File: src/rtl/freq_meter.sv
// freq_meter: gated frequency-measurement core for the frequency counter
// display path. sig_in is synchronised, its rising edges are counted in
// 4-digit BCD over a fixed gate window, and each completed window is latched
// and scanned one digit at a time onto the 7-segment decoder bus.
//
// Parameters:
//   GATE_CYCLES  clock cycles per measurement window (>= 2)
//   SCAN_CYCLES  clock cycles each digit is held on the display bus (>= 1)
// Ports:
//   clk       system clock, rising-edge active
//   reset     asynchronous, active-high reset
//   sig_in    signal under measurement, asynchronous to clk
//   freq      BCD digit currently driven to the 7-segment decoder
//   digit_en  one-hot digit select, bit i pairs with digit i (digit 0 = ones)
//   valid     high once at least one window has completed
//   overflow  last completed window counted more than 9999 edges
module freq_meter #(
  parameter int unsigned GATE_CYCLES = 50_000_000,
  parameter int unsigned SCAN_CYCLES = 50_000
) (
  input  logic       clk,
  input  logic       reset,
  input  logic       sig_in,
  output logic [3:0] freq,
  output logic [3:0] digit_en,
  output logic       valid,
  output logic       overflow
);

  localparam int unsigned GW = (GATE_CYCLES > 1) ? $clog2(GATE_CYCLES) : 1;
  localparam int unsigned SW = (SCAN_CYCLES > 1) ? $clog2(SCAN_CYCLES) : 1;
  localparam logic [GW-1:0] GATE_LAST = GW'(GATE_CYCLES - 1);
  localparam logic [SW-1:0] SCAN_LAST = SW'(SCAN_CYCLES - 1);

  // Input synchroniser and rising-edge detect
  logic s1, s2, s3;
  logic sig_rise;

  always_ff @(posedge clk or posedge reset) begin
    if (reset) begin
      s1 <= 1'b0;
      s2 <= 1'b0;
      s3 <= 1'b0;
    end else begin
      s1 <= sig_in;
      s2 <= s1;
      s3 <= s2;
    end
  end

  assign sig_rise = s2 & ~s3;

  // Gate window counter
  logic [GW-1:0] gcnt;
  logic          gate_end;

  assign gate_end = (gcnt == GATE_LAST);

  always_ff @(posedge clk or posedge reset) begin
    if (reset) begin
      gcnt <= '0;
    end else if (gate_end) begin
      gcnt <= '0;
    end else begin
      gcnt <= gcnt + GW'(1);
    end
  end

  // BCD accumulator, saturating at 9999 with a sticky overflow flag
  logic [3:0][3:0] acc, acc_nx;
  logic            acc_ovf, ovf_nx;
  logic            carry;

  always_comb begin
    acc_nx = acc;
    ovf_nx = acc_ovf;
    carry  = 1'b0;
    if (sig_rise) begin
      if (acc == 16'h9999) begin
        ovf_nx = 1'b1;
      end else begin
        carry = 1'b1;
        for (int unsigned i = 0; i < 4; i++) begin
          if (carry) begin
            if (acc[i] == 4'd9) begin
              acc_nx[i] = 4'd0;
            end else begin
              acc_nx[i] = acc[i] + 4'd1;
              carry     = 1'b0;
            end
          end
        end
      end
    end
  end

  // Display latch; the terminal cycle latches the next-state accumulator so
  // an edge arriving in that cycle still belongs to the closing window.
  logic [3:0][3:0] disp;

  always_ff @(posedge clk or posedge reset) begin
    if (reset) begin
      acc      <= '0;
      acc_ovf  <= 1'b0;
      disp     <= '0;
      valid    <= 1'b0;
      overflow <= 1'b0;
    end else if (gate_end) begin
      disp     <= acc_nx;
      overflow <= ovf_nx;
      valid    <= 1'b1;
      acc      <= '0;
      acc_ovf  <= 1'b0;
    end else begin
      acc     <= acc_nx;
      acc_ovf <= ovf_nx;
    end
  end

  // Digit scan, free-running and independent of the gate
  logic [SW-1:0] scnt;
  logic [1:0]    idx, idx_nx;
  logic          scan_end;

  assign scan_end = (scnt == SCAN_LAST);
  assign idx_nx   = scan_end ? (idx + 2'd1) : idx;

  // freq and digit_en are both loaded from idx_nx so they change together
  always_ff @(posedge clk or posedge reset) begin
    if (reset) begin
      scnt     <= '0;
      idx      <= 2'd0;
      freq     <= 4'h0;
      digit_en <= 4'b0001;
    end else begin
      scnt     <= scan_end ? '0 : (scnt + SW'(1));
      idx      <= idx_nx;
      freq     <= disp[idx_nx];
      digit_en <= 4'b0001 << idx_nx;
    end
  end

endmodule
File: config.mk
export PLATFORM = sky130hd
export DESIGN_NAME = freq_meter
export DESIGN_NICKNAME = d
export VERILOG_FILES = /design/src/rtl/freq_meter.sv
export SDC_FILE = /design/constraint.sdc
export NUM_CORES = 1
export LEC_CHECK = 0
export ABC_CLOCK_PERIOD_IN_PS = 8500
export BUFFER_PORTS_ARGS = -buffer_cell sky130_fd_sc_hd__clkbuf_2
export CAP_MARGIN = 30
export CORE_UTILIZATION = 30
export CTS_BUF_LIST = sky130_fd_sc_hd__clkbuf_2 sky130_fd_sc_hd__clkbuf_4 sky130_fd_sc_hd__clkbuf_8
export CTS_CLUSTER_SIZE = 14
export DETAILED_ROUTE_END_ITERATION = 8
export GPL_ROUTABILITY_DRIVEN = 0
export PLACE_DENSITY_LB_ADDON = 0.1
export SYNTH_ARGS = -nofsm -noshare
export SYNTH_HDL_FRONTEND = slang
export SYNTH_SLANG_ARGS = --single-unit
File: constraint.sdc
create_clock -name clk -period 8.5 [get_ports clk]
set_clock_uncertainty 0.05 [all_clocks]
set_input_delay 2.55 -clock clk [delete_from_list [all_inputs] [get_ports clk]]
set_output_delay 2.55 -clock clk [all_outputs]
set_load 0.01 [all_outputs]
# Word-level counts from Yosys, hierarchy flattened

Cells that the tools add are included.

Register bits: 90
Input bits: 3
Output and inout port bits: 10
Logic and storage cells: 66

$add $sub $neg: 7
Magnitude comparators: 1
Equality and inequality tests: 7
Shift operators: 1
Muxes and demuxes: 29
Bitwise logic cells: 2

Operators with widths:

| operator                                                    | number |
|---|---|
| two-way mux 16 bit                                          | 4 |
| equality test 16 bit (second input constant)                | 2 |
| two-way mux 4 bit                                           | 8 |
| adder 26 x 1 -> 26 bit (second input constant)              | 1 |
| equality test 26 bit (second input constant)                | 1 |
| two-way mux 26 bit                                          | 1 |
| adder 16 x 1 -> 16 bit (second input constant)              | 1 |
| adder 4 x 1 -> 4 bit (second input constant)                | 4 |
| equality test 4 bit (second input constant)                 | 4 |
| two-way mux 1 bit                                           | 14 |
| binary-select mux 4 bit (select 2 bit)                      | 1 |
| left shift 1 x 2 -> 4 bit (first input constant)            | 1 |
| less-than comparator 2 x 3 -> 1 bit (second input constant) | 1 |
| adder 2 x 1 -> 2 bit (second input constant)                | 1 |
| two-way mux 2 bit                                           | 1 |
| bitwise AND 1 bit                                           | 1 |
| inverter 1 bit                                              | 1 |

# Longest topological paths before layout

Depth in word-level cells: 14
Depth in mapped cells: 7
Gate-level depth less buffers: 5

# Worst setup path before layout

No wires, ideal clock.

Path type: register to output
Start point: reg digit_en[0]
End point: out digit_en[0]
Data arrival time: 520 ps
Data required time: 5900 ps
Slack: 5380 ps
Cell stages (with the launch flop): 1
Path buffers: 0
Cells stage by stage: dfstp_2

RTL lines:

| element                | line | RTL |
|---|---|---|
| from (decl)            | 25   | `output logic [3:0] digit_en,` |
| from (signal assigned) | 139  | `digit_en <= 4'b0001 << idx_nx;` |

No word-level cell between the ends.

# Worst setup path after layout

Start point: reg digit_en[0]
End point: out digit_en[0]

No word-level cell between the ends.

==> results_dict.tcl <==
set metrics [dict create \
    synth_flop_cell "dfrtp_1" \
    leakage_nw 2.04 \
    n_antenna_cell 0 \
    drive_gt1_share_pct 9.98 \
    tightestPinTransition_ps 696 \
    clock_path_buffers 2 \
    first_pass_iters 4 \
    cts_hold_buf 0 \
    ios 13 \
    finalHoldViolations 0 \
    slew_violations 0 \
    fin_crit_ps 3610 \
    setup_tns_ps 0 \
    critical_path.max_fanout 1 \
    hold_path.class "register to register" \
    synth_cell_type_count 52 \
    post_cts_resized 0 \
    antenna_left 0 \
    slowest_stage "dfstp_2" \
    p_int_mw 0.666 \
    path_cells "clkbuf_2" \
    dieHeight_um 123 \
    worst-endpoint-required_ps 5900 \
    first_global_vias 3093 \
    worstPathArrival_ps 1010 \
    synth_cells 423 \
    cts_root_buf "clkbuf_8" \
    cts_tree "yes" \
    final_cell_mix "dfrtp_1 (89), nor2_1 (46), nand2_1 (23)" \
    vias 3086 \
    wire_per_inst_um 15.0 \
    synth_edf_count 0 \
    slowest_delay_ps 520 \
    slew-limit-headroom_pct 53.6 \
    crit_family "flip-flops" \
    cap_violations 0 \
    switchingPower_mw 0.211 \
    setup.worst_path.end_class "output port" \
    grt_max_degree 54 \
    ys_seq_area_share_pct 51.4 \
    setup_violations 0 \
    postCtsSetupBuffers 0 \
    drt-initial-drc-count 195 \
    synth-seq-cells 90 \
    dp_hpwl_um 6230 \
    p_sw_share_pct 24.0 \
    layout-area-overhead-vs-synth_pct 11.4 \
    clock_latency_ps 380 \
    wl_um 9350 \
    port_buffers 12 \
    grt_usage_pct 14.3 \
    rows 43 \
    yosysWarnings 0 \
    htreeDepth 3 \
    antenna_found_initial 0 \
    path_buf_inv 1 \
    mostFrequentLayoutCell "dfrtp_1" \
    dieArea_um2 15100 \
    p_seq_share_pct 52.5 \
    dp.cells 605 \
    path_class "register to output port" \
    p_comb_share_pct 6.7 \
    syn_area_um2 4390 \
    avgSynthCellArea_um2 10.4 \
    fin_crit_sh_pct 42.4 \
    syn-num-nets 428 \
    startpoint_type "register" \
    die-width_um 123 \
    cts_buffers 9 \
    grt_pass1_wl_um 16200 \
    coreArea_um2 14100 \
    start_util_pct 31.1 \
    clkTransAtPathRegs_ps 80 \
    clkSinkCount 90 \
    globalRoute.totalOverflow 0 \
    vias_per_cell 4.97 \
    drc 0 \
    async_reset_ff_share_pct 100 \
    ir_worst_vdd_uv 85.0 \
    rsz0062_at_grt "false" \
    status "finished clean" \
    power.density_nw_per_um2 179 \
    nets 441 \
    clkPwrFrac_pct 40.8 \
    stdcell_count 621 \
    max_freq_mhz 277 \
]
[layer usage]
metal,up-vias,track usage [%],wire length [um]
met3,6,4.34,343
li1,1528,-,-
met1,1513,19.8,4800
met2,39,21.1,4090
met5,-,0,0
met4,0,4.73,108
[registers in the layout (all words and copies together) (netlist names)]
register / count
gcnt: 26
acc: 16
disp: 16
scnt: 16
digit_en: 4
freq: 4
idx: 2
acc_ovf: 1
overflow: 1
s1: 1
s2: 1
s3: 1
valid: 1
[layout make-up]
type                            instances  area (um2)
Inverter                               19        73.8
Sequential cell                        90        2250
Multi-Input combinational cell        300        2000
Clock inverter                          5         103
Tap cell                              180         225
Clock buffer                           11         139
Timing Repair Buffer                   16        90.1
Fill cell                            1449        9210
[cell usage after synthesis (4+ instances only)]
library cell / n / area, um2
a21oi_1: 20 / 100
and2_1: 4 / 25.0
and4_1: 4 / 35.0
clkbuf_1: 9 / 33.8
dfrtp_1: 89 / 2230
inv_1: 19 / 71.3
mux2i_1: 18 / 180
nand2_1: 23 / 86.3
nand2b_1: 4 / 25.0
nand3_1: 20 / 100
nand4_1: 12 / 75.1
nand4bb_1: 6 / 67.6
nor2_1: 46 / 173
nor2b_1: 13 / 81.3
nor3_1: 6 / 30.0
nor4_1: 10 / 62.6
nor4b_1: 4 / 35.0
o21ai_0: 21 / 105
or3_1: 8 / 50.1
or4_1: 4 / 30.0
xnor2_1: 13 / 114
xor2_1: 19 / 166
[kinds of logic after synthesis]
kind of cell | count (synthesis) | synth area share [%]
simple gates | 184 | 24.1
xor+xnor | 33 | 6.76
mux | 22 | 6.42
compound gates | 59 | 7.76
flops | 90 | 51.4
buf+inv | 33 | 3.00
fa+ha+maj | 2 | 0.571
[through the flow]
step / utilization [%] / hold WS (ps) / power [mW] / cell area (um2) / worst slack [ps]
after floorplan: - / 281 / 0.507 / 4390 / 3570
after global placement: 32.9 / 283 / 0.528 / 4640 / 4680
after detailed placement: 32.9 / 289 / 0.528 / 4640 / 4680
after CTS: 34.7 / 313 / 0.895 / 4880 / 4870
after global routing: 34.7 / 317 / 0.922 / 4880 / 4830
final: 34.7 / 310 / 0.876 / 4880 / 4890
[worst paths after layout]
| kind | start | end | slack [ps] | cells after the start |
|---|---|---|---|---|
| worst max-delay path | digit_en[0]$_DFF_PP1_ | digit_en[0] | 4890 | 1 |
| worst min-delay path | s1$_DFF_PP0_ | s2$_DFF_PP0_ | 310 | 0 |
| worst max register to register | gcnt[0]$_DFF_PP0_ | disp[3]$_DFFE_PP0N_ | 5660 | 6 |
| worst min register to register | s1$_DFF_PP0_ | s2$_DFF_PP0_ | 310 | 0 |
| max in group asynchronous | reset | disp[11]$_DFFE_PP0N_ | 5170 | 3 |
| min in group asynchronous | reset | overflow$_DFFE_PP0N_ | 2130 | 2 |
[power groups by stage]
stage	logic (mW)	registers (mW)	clock network [mW]
finish	0.0585	0.460	0.358
global route	0.0672	0.463	0.393
CTS	0.0603	0.459	0.375
detailed placement	0.0604	0.467	0
global placement	0.0599	0.468	0
floorplan	0.0446	0.462	0
Note: power is estimated with default switching activity, not from simulation.
